`config.mk`:
```
export PLATFORM = sky130hd
export DESIGN_NAME = tdm_mux_seq
export DESIGN_NICKNAME = d
export VERILOG_FILES = /design/src/rtl/tdm_mux_seq.sv
export SDC_FILE = /design/constraint.sdc
export NUM_CORES = 1
export LEC_CHECK = 0
export CORE_AREA = 4 4 41 43
export CTS_CLUSTER_SIZE = 24
export DETAILED_ROUTE_END_ITERATION = 12
export DIE_AREA = 0 0 45 47
export MAX_ROUTING_LAYER = met4
export PLACE_DENSITY = 0.58
export SLEW_MARGIN = 30
export SYNTH_ARGS = -nofsm -noshare
export SYNTH_HDL_FRONTEND = slang
export SYNTH_SLANG_ARGS = --single-unit
export TNS_END_PERCENT = 1
```
`constraint.sdc`:
```
create_clock -name clk -period 2.2 [get_ports clk]
set_input_delay 0.44 -clock clk [delete_from_list [all_inputs] [get_ports clk]]
set_output_delay 0.44 -clock clk [all_outputs]
set_load 0.005 [all_outputs]
```
`src/rtl/tdm_mux_seq.sv`:
```
// Registered N-channel time-division multiplexer with manual select and auto round-robin scan.
// Auto mode dwells DWELL enabled cycles per channel and pulses frame on the N-1 -> 0 wrap.
module tdm_mux_seq #(
  parameter int W     = 1,
  parameter int N     = 4,
  parameter int SELW  = 2,
  parameter int DWELL = 4
) (
  input  logic            clk,
  input  logic            rst_n,
  input  logic            en,
  input  logic            mode,
  input  logic [SELW-1:0] sel,
  input  logic [N*W-1:0]  j,
  output logic [W-1:0]    g,
  output logic [SELW-1:0] ch,
  output logic            frame
);

  localparam int CNTW = (DWELL > 1) ? $clog2(DWELL) : 1;
  localparam logic [CNTW-1:0] CNT_LAST = CNTW'(DWELL - 1);
  localparam logic [SELW-1:0] CH_LAST  = SELW'(N - 1);
  localparam logic [SELW:0]   NCH      = (SELW+1)'(N);

  logic [N-1:0][W-1:0] jv;
  logic [CNTW-1:0]     cnt, cnt_nx;
  logic [SELW-1:0]     ch_nx;
  logic                wrap;

  for (genvar k = 0; k < N; k++) begin : g_unpack
    assign jv[k] = j[k*W +: W];
  end

  always_comb begin
    ch_nx  = ch;
    cnt_nx = cnt;
    wrap   = 1'b0;
    if (!mode) begin
      cnt_nx = '0;
      // out-of-range selects (non power-of-2 N) keep the current channel
      if ({1'b0, sel} < NCH) ch_nx = sel;
    end else if (cnt == CNT_LAST) begin
      cnt_nx = '0;
      if (ch == CH_LAST) begin
        ch_nx = '0;
        wrap  = 1'b1;
      end else begin
        ch_nx = ch + 1'b1;
      end
    end else begin
      cnt_nx = cnt + 1'b1;
    end
  end

  // g is sampled from ch_nx so data and channel index always agree
  always_ff @(posedge clk or negedge rst_n) begin
    if (!rst_n) begin
      g     <= '0;
      ch    <= '0;
      cnt   <= '0;
      frame <= 1'b0;
    end else if (en) begin
      g     <= jv[ch_nx];
      ch    <= ch_nx;
      cnt   <= cnt_nx;
      frame <= wrap;
    end else begin
      frame <= 1'b0;
    end
  end

endmodule

```
==> metrics.txt <==
Post-Place Setup Slack around 0.27 ns; antenna violation net count after detailed routing 0; violation count after the first detailed-route iteration 1; # rows 13; number of global-route vias before repair roughly 280; cell leakage power 0.229 nW; final WL roughly 730 um; total gr overflow 0; number of different library cells in the post-synthesis netlist 21; initial standard-cell utilization of the core 0.271; number of nets produced by synthesis 49; final antenna diode count 0; Post-CTS Resized 0; per-cell via count in the routed design slightly below 5; width of the die approximately 45 um; # port buffers 13; most common cell after layout, fill and taps aside clkdlybuf4s50_1; yosys warns 0; Hold Fails Final Rpt 0; total of flip-flops plus latches after synthesis 6; relative slew slack 0.806; clock-pin transition on the worst setup and hold timing paths ~0.050 ns; area added between synthesis and finish 47.5%; worst endpoint required time 2.32 ns; power density relative to cell area 633 nW/um^2; overall via count from detail_route approximately 320; kind of launch point of the worst setup path register; CTS H-Tree Depth 1; class of the most critical setup path register to register; TritonCTS clock tree yes; highest clock frequency the design can meet 0.543 GHz; Tmin final roughly 1.8 ns; clk root buf clkbuf_4; share of the yosys chip area belonging to registers 0.426; Total Routing Usage GR 0.0910; final weighted congestion in routability-driven placement 0.698; Die Ht around 47 um; fraction of synthesized cell area taken by the top area cell type 0.426; number of clock sinks 6; CP arrival around 2.0 ns; Avg WL per Cell 10.8 um; maximum number of buffers from clock root to sink 2; RSZ-0062 raised after global routing no; Final #Nets 66; post-synthesis instance area 353 sq um; synthesized area per cell 9.54 sq um; post-CTS setup buffer count 0; final period utilization 0.836; final core area utilization 0.400; first-pass iteration count of the detailed router 2; Core Box Area 1300 sq um; worst ir drop on vdd around 0.00030 V; worst-skew pair later-pin latency approximately 0.25 ns; number of slew-limit violations in the final report 0; Worst setup EP type register; largest cells by area after synthesis dfrtp_1, ha_1, mux2i_1; commonest non-fill, non-tap cells in the layout clkdlybuf4s50_1, dfrtp_1, o21ai_0; largest net degree at the start of global routing 9; path category of the worst min-delay check input port to async pin; measured slew at the worst slew-check pin approximately 0.29 ns; max-capacitance violation count 0; Total Die Area 2120 sq um; final setup skew about 0.0045 ns; setup ws final 0.360 ns; DRC errors left 0; minimum setup slack among reg-to-reg paths approximately 0.36 ns; outcome complete, no violations; number of buffers inserted for hold repair after clock tree synthesis 0; library cell occupying the most area in the post-synthesis netlist dfrtp_1; Num CTS Buffers 3; number of antenna violations at the first check in global routing 0; total of endpoints with negative setup slack in the final report 0; top-level I/O count 14; total negative slack 0 ns; first-pass GRT wire length roughly 1200 um; share of layout cells above drive strength 1 0.0962; Max FO, Critical Path 5; gate count of the mapped netlist 37
-- worst paths after layout --
check | cells past startpoint | to | startpoint
max | 5 | g | ch[0]
min | 1 | cnt[0] | rst_n
max reg2reg | 5 | g | ch[0]
min reg2reg | 1 | cnt[0] | cnt[0]
max in group asynchronous | 1 | cnt[1] | rst_n
min in group clk | 1 | cnt[0] | cnt[0]
-- power breakdown --
part | switching, mW | internal, mW | leakage, nW | total (mW)
clock | 0.0421 | 0.0619 | 0.0138 | 0.104
combinational | 0.0345 | 0.0537 | 0.140 | 0.0882
sequential | 0.0120 | 0.125 | 0.0754 | 0.137
total | 0.0886 | 0.241 | 0.229 | 0.329
-- synth_stat cells --
library cell and number:
nand2b_1 1, mux2i_1 2, clkbuf_1 1, a2111oi_2 1
nand2_1 2, a21o_1 2, and2_1 1, a31o_2 1
dfrtp_1 6, nor3_1 1, inv_1 3, or3b_1 1
a22o_1 1, nor2_1 3, o21ai_0 4, ha_1 2
a21oi_1 1, a211oi_1 1, nor4_1 1, nand3_1 1
a31oi_1 1
-- per-stage QoR --
stage	hold WS [ns]	std cells	cell area, sq um	power [mW]
final	0.436	67	520	0.329
after floorplan	0.144	37	353	0.183
after CTS	0.444	67	520	0.335
after global routing	0.440	67	520	0.358
after detailed placement	0.507	64	498	0.228
after global placement	0.501	64	498	0.228
-- cell type report --
type,instances,area (sq um)
timing repair buffer,13,130
tap,15,18.8
multi-input combinational,27,188
fill,146,781
clock buffer,3,22.5
inverter,3,11.3
sequential,6,150
-- sequential cells by signal (all words and copies together), names as in the netlist --
| signal | cells |
|---|---|
| ch | 2 |
| cnt | 2 |
| frame | 1 |
| g | 1 |
-- kinds of logic (layout without fill, tap and decap cells) --
| group | Yosys count | in the layout | share of synthesized area |
|---|---|---|---|
| multiplexers | 2 | 2 | 0.0567 |
| flip-flops | 6 | 6 | 0.426 |
| buffers and inverters | 4 | 19 | 0.0425 |
| adder cells (fa/ha/maj) | 2 | 2 | 0.0709 |
| AND/OR/NAND/NOR | 11 | 11 | 0.160 |
| AO/OA/AOI/OAI | 12 | 12 | 0.245 |
-- critical path, cell delays in order, from the launching register on --
cell and delay [ns]:
dfrtp_1 0.42, ha_1 0.22, or3b_1 0.39, a31o_2 0.27
a2111oi_2 0.34, a211oi_1 0.07
-- routing by layer --
layer	share of wire	global-route usage	wire length (um)	vias to the layer above
met1	0.47	0.106	339	140
met3	0.095	0.0690	69	3
met5	0	-	0	-
met2	0.42	0.107	308	12
li1	-	-	-	167
met4	0.012	0.0526	9	0
(Power assumes the default switching activity.)
